==> config.mk <==
export PLATFORM = sky130hd
export DESIGN_NAME = ex_stage
export DESIGN_NICKNAME = d
export VERILOG_FILES = /design/src/rtl/ex_stage_pkg.sv /design/src/rtl/ex_stage_alu_ctrl.sv /design/src/rtl/ex_stage.sv
export SDC_FILE = /design/constraint.sdc
export NUM_CORES = 1
export LEC_CHECK = 0
export ABC_AREA = 1
export CORE_ASPECT_RATIO = 1.4
export CORE_MARGIN = 4
export CORE_UTILIZATION = 52
export CTS_BUF_LIST = sky130_fd_sc_hd__clkbuf_16
export DETAILED_ROUTE_END_ITERATION = 8
export PLACE_DENSITY = 0.91
export SYNTH_ARGS = -nofsm -noshare
export SYNTH_HDL_FRONTEND = slang
export SYNTH_SLANG_ARGS = --single-unit
==> constraint.sdc <==
create_clock -name clk -period 5.36 [get_ports clk]
set_input_delay 1.608 -clock clk [delete_from_list [all_inputs] [get_ports clk]]
set_output_delay 1.608 -clock clk [all_outputs]
set_load 0.005 [all_outputs]
==> src/rtl/ex_stage_pkg.sv <==
// Shared definitions for the MIPS execute stage: ALUop and funct encodings,
// the internal ALU operation enum, and bit positions inside the control bundles.
package ex_stage_pkg;

  // ALUop field values produced by the main decoder
  localparam logic [1:0] ALUOP_ADD   = 2'b00;  // loads/stores: address add
  localparam logic [1:0] ALUOP_SUB   = 2'b01;  // beq: compare by subtraction
  localparam logic [1:0] ALUOP_FUNCT = 2'b10;  // R-type: look at funct
  localparam logic [1:0] ALUOP_ADD2  = 2'b11;  // immediate add

  // R-type funct codes
  localparam logic [5:0] FUNCT_ADD = 6'h20;
  localparam logic [5:0] FUNCT_SUB = 6'h22;
  localparam logic [5:0] FUNCT_AND = 6'h24;
  localparam logic [5:0] FUNCT_OR  = 6'h25;
  localparam logic [5:0] FUNCT_NOR = 6'h27;
  localparam logic [5:0] FUNCT_SLT = 6'h2A;

  // Operation actually performed by the ALU
  typedef enum logic [3:0] {
    ALU_ADD = 4'd0,
    ALU_SUB = 4'd1,
    ALU_AND = 4'd2,
    ALU_OR  = 4'd3,
    ALU_NOR = 4'd4,
    ALU_SLT = 4'd5
  } alu_op_e;

  // ctrl_in = {ALUsrc, ALUop[1:0], RegDst, PCSrc, memRead, memWrite, MemtoReg, RegWrite}
  localparam int CTRL_IN_W     = 9;
  localparam int CTRL_ALUSRC   = 8;
  localparam int CTRL_ALUOP_HI = 7;
  localparam int CTRL_ALUOP_LO = 6;
  localparam int CTRL_REGDST   = 5;
  localparam int CTRL_PCSRC    = 4;

  // ctrl_out = {memRead, memWrite, MemtoReg, RegWrite}; the low nibble of ctrl_in
  localparam int CTRL_OUT_W    = 4;
  localparam int CTRL_REGWRITE = 0;

endpackage

==> src/rtl/ex_stage_alu_ctrl.sv <==
// ALU control decode: maps the ALUop field and the R-type funct code to the
// operation the ALU performs. Purely combinational.
import ex_stage_pkg::*;

module alu_ctrl (
  input  logic [1:0] alu_op_sel,
  input  logic [5:0] funct,
  output alu_op_e    alu_op
);

  // Decode ALUop, falling through to funct only for R-type instructions
  always_comb begin
    // NOTE: assign a default before the case so every path drives alu_op and no latch is inferred.
    alu_op = ALU_ADD;
    unique case (alu_op_sel)
      ALUOP_ADD:  alu_op = ALU_ADD;
      ALUOP_SUB:  alu_op = ALU_SUB;
      ALUOP_ADD2: alu_op = ALU_ADD;
      ALUOP_FUNCT: begin
        case (funct)
          FUNCT_ADD: alu_op = ALU_ADD;
          FUNCT_SUB: alu_op = ALU_SUB;
          FUNCT_AND: alu_op = ALU_AND;
          FUNCT_OR:  alu_op = ALU_OR;
          FUNCT_NOR: alu_op = ALU_NOR;
          FUNCT_SLT: alu_op = ALU_SLT;
          default:   alu_op = ALU_ADD;
        endcase
      end
      default: alu_op = ALU_ADD;
    endcase
  end

endmodule

==> src/rtl/ex_stage.sv <==
// Execute stage of the 5-stage MIPS pipeline: operand forwarding, ALU,
// branch resolution and the EX/MEM pipeline register with stall/flush.
import ex_stage_pkg::*;

module ex_stage #(
  parameter int DATA_W = 32
) (
  input  logic                  clk,
  input  logic                  reset,
  input  logic                  stall,
  input  logic                  flush,
  input  logic [DATA_W-1:0]     pc_plus4,
  input  logic [DATA_W-1:0]     reg_data1,
  input  logic [DATA_W-1:0]     reg_data2,
  input  logic [DATA_W-1:0]     sign_ext_offset,
  input  logic [4:0]            rs,
  input  logic [4:0]            rt,
  input  logic [4:0]            rd,
  input  logic [CTRL_IN_W-1:0]  ctrl_in,
  input  logic [4:0]            wb_rd,
  input  logic                  wb_RegWrite,
  input  logic [DATA_W-1:0]     wb_data,
  output logic [DATA_W-1:0]     alu_result_out,
  output logic [DATA_W-1:0]     store_data_out,
  output logic [4:0]            dest_reg_out,
  output logic [CTRL_OUT_W-1:0] ctrl_out,
  output logic                  branch_taken_out,
  output logic [DATA_W-1:0]     branch_target_out
);

  logic              ex_mem_regwrite;
  logic              exmem_hit_a, exmem_hit_b;
  logic              memwb_hit_a, memwb_hit_b;
  logic [DATA_W-1:0] fwd_a, fwd_b, op_b;
  logic [DATA_W-1:0] alu_res;
  logic [DATA_W-1:0] branch_target;
  logic [4:0]        dest_reg;
  logic              zero;
  alu_op_e           alu_op;

  // Forwarding: the EX/MEM register (possibly held by a stall) beats MEM/WB;
  // register 0 is hard-wired to zero and is never forwarded.
  assign ex_mem_regwrite = ctrl_out[CTRL_REGWRITE];
  assign exmem_hit_a = ex_mem_regwrite && (dest_reg_out != 5'd0) && (dest_reg_out == rs);
  assign exmem_hit_b = ex_mem_regwrite && (dest_reg_out != 5'd0) && (dest_reg_out == rt);
  assign memwb_hit_a = wb_RegWrite && (wb_rd != 5'd0) && (wb_rd == rs);
  assign memwb_hit_b = wb_RegWrite && (wb_rd != 5'd0) && (wb_rd == rt);

  assign fwd_a = exmem_hit_a ? alu_result_out : (memwb_hit_a ? wb_data : reg_data1);
  assign fwd_b = exmem_hit_b ? alu_result_out : (memwb_hit_b ? wb_data : reg_data2);
  assign op_b  = ctrl_in[CTRL_ALUSRC] ? sign_ext_offset : fwd_b;

  alu_ctrl u_alu_ctrl (
    .alu_op_sel (ctrl_in[CTRL_ALUOP_HI:CTRL_ALUOP_LO]),
    .funct      (sign_ext_offset[5:0]),
    .alu_op     (alu_op)
  );

  // ALU: modulo-2^DATA_W arithmetic, signed set-less-than zero-extended
  always_comb begin
    alu_res = fwd_a + op_b;
    unique case (alu_op)
      ALU_ADD: alu_res = fwd_a + op_b;
      ALU_SUB: alu_res = fwd_a - op_b;
      ALU_AND: alu_res = fwd_a & op_b;
      ALU_OR:  alu_res = fwd_a | op_b;
      ALU_NOR: alu_res = ~(fwd_a | op_b);
      ALU_SLT: alu_res = {{(DATA_W-1){1'b0}}, ($signed(fwd_a) < $signed(op_b))};
      default: alu_res = fwd_a + op_b;
    endcase
  end

  assign zero          = (alu_res == '0);
  assign branch_target = pc_plus4 + (sign_ext_offset << 2);
  assign dest_reg      = ctrl_in[CTRL_REGDST] ? rd : rt;

  // EX/MEM register: reset > flush (bubble) > stall (hold) > load
  always_ff @(posedge clk or posedge reset) begin
    // NOTE: sequential state uses non-blocking assignments so every flop samples pre-edge values.
    if (reset) begin
      alu_result_out    <= '0;
      store_data_out    <= '0;
      dest_reg_out      <= '0;
      ctrl_out          <= '0;
      branch_taken_out  <= 1'b0;
      branch_target_out <= '0;
    end else if (flush) begin
      alu_result_out    <= '0;
      store_data_out    <= '0;
      dest_reg_out      <= '0;
      ctrl_out          <= '0;
      branch_taken_out  <= 1'b0;
      branch_target_out <= '0;
    end else if (!stall) begin
      alu_result_out    <= alu_res;
      store_data_out    <= fwd_b;
      dest_reg_out      <= dest_reg;
      ctrl_out          <= ctrl_in[CTRL_OUT_W-1:0];
      branch_taken_out  <= ctrl_in[CTRL_PCSRC] & zero;
      branch_target_out <= branch_target;
    end
  end

endmodule
==> impl_results.md, run 1 <==
* Status: did not finish
* Last stage: global routing
* First Err: [ERROR GRT-0116] Global routing finished with congestion. Check the congestion regions in the DRC Viewer.
* Multiplexer share of the synthesized area at 0.00234
* Post-synth top cells: nand2_1, o21ai_0, inv_1, nor2_1, a21oi_1
* Mapped Area at 12800 sq um
* Synth Area in Compound Gates at 0.239
* Yosys reg bits at 106
* GR Overflow Total at 634
* Post-synthesis adder-cell area fraction at 0.134
* Top cells by area, synth: dfrtp_1, ha_1, nand2_1, o21ai_0, inv_1
* First-pass GRT wire length at 170000 um
* Combinational family with the most area after synthesis: simple AND/OR/NAND/NOR gates
* Top-count cell post-synth: nand2_1
* IO Pins at 300
* Mean Syn Cell Area at 6.23 sq um
* Sequential share of the synthesized area at 0.207
* CTS Hold Bufs at 0
* Largest net degree at the start of global routing at 74
* Area leader, netlist: dfrtp_1
* Syn_nets at 2385
* Die span in y at 194 um
* Synth warnings at 0
* FFs w/ async S/R, synth at 1.00
* Syn Inst Count at 2056
* Vias in the first global route at 25.9k
* GP Congestion at 1.22
* EDFF count, synth at 0
* Top-area cell type share of the netlist area at 0.207
* Cell row count at 67
* HPWL after DPL at 51300 um
* H-tree depth at 3
* CTS Buf Count at 9
* Max Root-Sink Buffers at 2
* Ys flop type: dfrtp_1
* Placed Instance Area at 18900 sq um
* Port Buf Inserts at 299
* Simple-gate share of the synthesized area at 0.293
* Netlist cell types at 56
* Root buffer cell: clkbuf_16
* Synth Area in XOR/XNOR at 0.0239
* Total GRT Usage at 0.789
* Sink Count at 106
* Die X at 141 um
* Starting density of the core at 0.531
## repair_timing
item / 4_1_cts
pin swaps: 85
setup buffers: 46
resized for setup: 305
gates cloned: 1
setup endpoints to repair: 30
## kinds of logic after synthesis
| group | count (synthesis) |
|---|---|
| AOI/OAI and AO/OA | 554 |
| muxes | 3 |
| adders and majority gates | 135 |
| DFF | 106 |
| xor gates and xnor gates | 35 |
| buffers and inverters | 341 |
| and+or+nand+nor | 882 |
## per-stage QoR
| stage | TNS [ns] | hold slack, ns | std cells | utilization | setup slack (ns) |
|---|---|---|---|---|---|
| 2_1_floorplan | 0 | 0.473 | 2056 | - | 0.00944 |
| 3_3_place_gp | -17.25 | 0.464 | 2974 | 0.782 | -1.21 |
| 3_5_place_dp | -26.14 | 0.466 | 2974 | 0.782 | -1.36 |
| 4_1_cts | 0 | 0.485 | 3037 | 0.844 | 0.00174 |
## layer usage
| metal | overflow | GRT usage |
|---|---|---|
| met3 | 13 | 0.660 |
| met5 | 2 | 0.294 |
| met2 | 398 | 0.940 |
| met4 | 208 | 0.832 |
| met1 | 13 | 0.764 |
==> run 2: changes to the inputs <==
--- a/config.mk
+++ b/config.mk
@@ -6,12 +6,10 @@
 export NUM_CORES = 1
 export LEC_CHECK = 0
 export ABC_AREA = 1
-export CORE_ASPECT_RATIO = 1.4
 export CORE_MARGIN = 4
-export CORE_UTILIZATION = 52
-export CTS_BUF_LIST = sky130_fd_sc_hd__clkbuf_16
+export CORE_UTILIZATION = 40
 export DETAILED_ROUTE_END_ITERATION = 8
-export PLACE_DENSITY = 0.91
+export PLACE_DENSITY_LB_ADDON = 0.15
 export SYNTH_ARGS = -nofsm -noshare
 export SYNTH_HDL_FRONTEND = slang
 export SYNTH_SLANG_ARGS = --single-unit
==> impl_results.md, run 2 <==
* Antenna violations before repair at 1
* Die span in y at 187 um (-3.5%)
* FFs w/ async S/R, synth at 1.00 (unchanged)
* Synth warnings at 0 (unchanged)
* Slowest CP cell: a2111oi_4
* Placed Cells incl. Taps at 3089 (+3.9%)
* Endpoint class of the critical path: register
* CORE AREA at 31600 sq um
* Setup Skew at 0.0165 ns
* Headroom to the max-slew limit at 0.457
* Area growth from synthesis to layout at 71.0%
* Routed Antenna Nets at 0
* Netlist cell types at 56 (unchanged)
* Failing checks: negative setup slack
* Die area at 35000 sq um
* Pleak at 10.7 nW
* Clock slew at reported path FFs at 0.08 ns
* CTS Buf Count at 9 (unchanged)
* Max Root-Sink Buffers at 2 (unchanged)
* EDFF count, synth at 0 (unchanged)
* Via count at 17.9k
* Max-Cap Viols at 0
* HP Class: register to register
* CTS Hold Bufs at 0 (unchanged)
* Top-area cell type share of the netlist area at 0.207 (unchanged)
* Worst EP required at 5.66 ns
* Total GRT Usage at 0.360
* Pint at 2.45 mW
* First-pass GRT wire length at 99000 um
* Combinational Power Share at 0.611
* GR Overflow Total at 0
* Mean Syn Cell Area at 6.23 sq um (unchanged)
* Switching share of total power at 0.423
* PwrDens at 193 nW/um^2
* Worst Path Class, Setup: primary input to register
* Sink Count at 106 (unchanged)
* Root buffer cell: clkbuf_16
* Avg WL per Cell at 21.2 um
* TritonCTS clock tree: yes
* Sequential share of the synthesized area at 0.207 (unchanged)
* Max incr delay on CP at 0.35 ns
* Syn_nets at 2385 (unchanged)
* Port Buf Inserts at 299 (unchanged)
* Worst setup margin at -0.144 ns
* H-tree depth at 3 (unchanged)
* Ys flop type: dfrtp_1
* Final Max Slew Viols at 0
* Top cells by area, synth: dfrtp_1, ha_1, nand2_1, o21ai_0, inv_1
* IO Pins at 300 (unchanged)
* Area leader, netlist: dfrtp_1
* Biggest regs: alu_result_out x32, branch_target_out x32, store_data_out x32
* Net switching power at 1.79 mW
* Status: finished, violations left
* Most frequent cells in the layout: buf_4, nand2_1, clkdlybuf4s50_1, inv_1, o21ai_0
* Layout Nets at 3142
* Fmax at 182 MHz
* Top-count cell post-synth: nand2_1
* Final hold vios at 0
* Sequential Power Share at 0.222
* Slew @ Worst Pin at 0.815 ns
* Yosys reg bits at 106 (unchanged)
* HPWL after DPL at 51300 um (about the same)
* Drt first pass iters at 8
* Cell row count at 65 (-3.0%)
* Iter 0 DRT Violations at 1547
* WL final at 68300 um
* Min cycle time layout at 5.50 ns
* Place WS at -1.28 ns (+0.0853 ns)
* Post-synth top cells: nand2_1, o21ai_0, inv_1, nor2_1, a21oi_1
* Peak supply drop at 0.000165 V
* Post-Layout Cell Count at 3221
* Crit path max fanout at 9
* Crit path top cell by count: nand2_1
* Vias/cell at 5.56
* Clock Power Share at 0.167
* Unrepaired setup endpoints after global routing: true
* DRC errors left at 0
* Mapped Area at 12800 sq um (unchanged)
* Worst setup SP type: primary input
* Layout cells sized above 1 at 0.314
* GP Congestion at 1.02 (-17%)
* Die X at 187 um (+33%)
* Final Setup Violations at 3
* WP data arrival at 5.81 ns
* Starting density of the core at 0.406 (-0.125)
* Most common cell after layout, fill and taps aside: buf_4
* Tcrit/Tclk final at 1.03
* Vias in the first global route at 17.5k
* Largest net degree at the start of global routing at 73
* Syn Inst Count at 2056 (unchanged)
* Skew-Pair Late Insertion Delay at 0.37 ns
run 2: final timing paths:
kind,startpoint,endpoint,slack (ns),cells after the start
setup / recovery,wb_rd[3],branch_taken_out$_DFFE_PP0P_,-0.14,33
hold / removal,branch_target_out[16]$_DFFE_PP0P_,branch_target_out[16]$_DFFE_PP0P_,0.48,2
setup reg to reg,dest_reg_out[1]$_DFFE_PP0P_,branch_taken_out$_DFFE_PP0P_,0.77,30
hold reg to reg,branch_target_out[16]$_DFFE_PP0P_,branch_target_out[16]$_DFFE_PP0P_,0.48,2
max in group asynchronous,reset,branch_target_out[17]$_DFFE_PP0P_,2.66,3
min in group asynchronous,reset,ctrl_out[3]$_DFFE_PP0P_,1.75,2
run 2: final cells by class:
cell class	count	area (sq um)
multi-input cells	1609	10300
diodes	1	2.50
well taps	402	503
inverters	268	1020
flip-flops and latches	106	2650
clock inverters	7	80.1
clock buffers	9	225
repair buffers	819	7090
fillers	2694	9640
run 2: per-layer routing:
metal  track usage  part of all wire  vias up
li1              -                 -     8379
met1         0.410              0.37     8366
met2         0.630              0.48      868
met3        0.0605             0.073      282
met4         0.218             0.081        0
met5             0                 0        -
run 2: power groups by stage:
| stage | sequential [mW] | combinational (mW) | clock, mW |
|---|---|---|---|
| floorplan | 0.936 | 0.944 | 0 |
| global placement | 0.951 | 2.12 | 0 |
| detailed placement | 0.952 | 2.14 | 0 |
| CTS | 0.938 | 2.35 | 0.712 |
| global route | 0.949 | 2.78 | 0.745 |
| finish | 0.942 | 2.59 | 0.706 |
run 2: worst max-delay path, delay by kind of cell:
kind | cells | cell delay, ns
adder cells (fa/ha/maj) | 1 | 0.24
buffers and inverters | 9 | 1.10
AO/OA/AOI/OAI | 5 | 0.92
AND/OR/NAND/NOR | 18 | 1.93
run 2: through the flow:
step,TNS [ns],cell area (sq um),utilization,hold WS (ns),total power [mW]
finish,-0.183,21900,0.694,0.485,4.24
global route,-2.38,21900,0.694,0.507,4.47
CTS,-0.00875,20900,0.662,0.488,4.00
detailed placement,-24.44,19100,0.606,0.465,3.09
global placement,-22.08,19100,0.606,0.465,3.07
floorplan,0,12900,-,0.473,1.88
run 2: repair_timing:
action	CTS	global route
endpoints found under the setup margin	26	26
gates cloned	2	1
setup buffers	90	27
pin swaps	59	78
gates resized for setup	272	251
run 2: kinds of logic (layout without fill, tap and decap cells):
family | after synthesis | count (layout) | synth area share
flip-flops | 106 | 106 | 0.207
adder cells (fa/ha/maj) | 135 | 135 | 0.134
XOR/XNOR | 35 | 35 | 0.0239
AND/OR/NAND/NOR | 882 | 882 | 0.293
other | 0 | 1 | 0
AO/OA/AOI/OAI | 554 | 554 | 0.239
buffers and inverters | 341 | 1103 | 0.101
multiplexers | 3 | 3 | 0.00234
(Power assumes the default switching activity.)
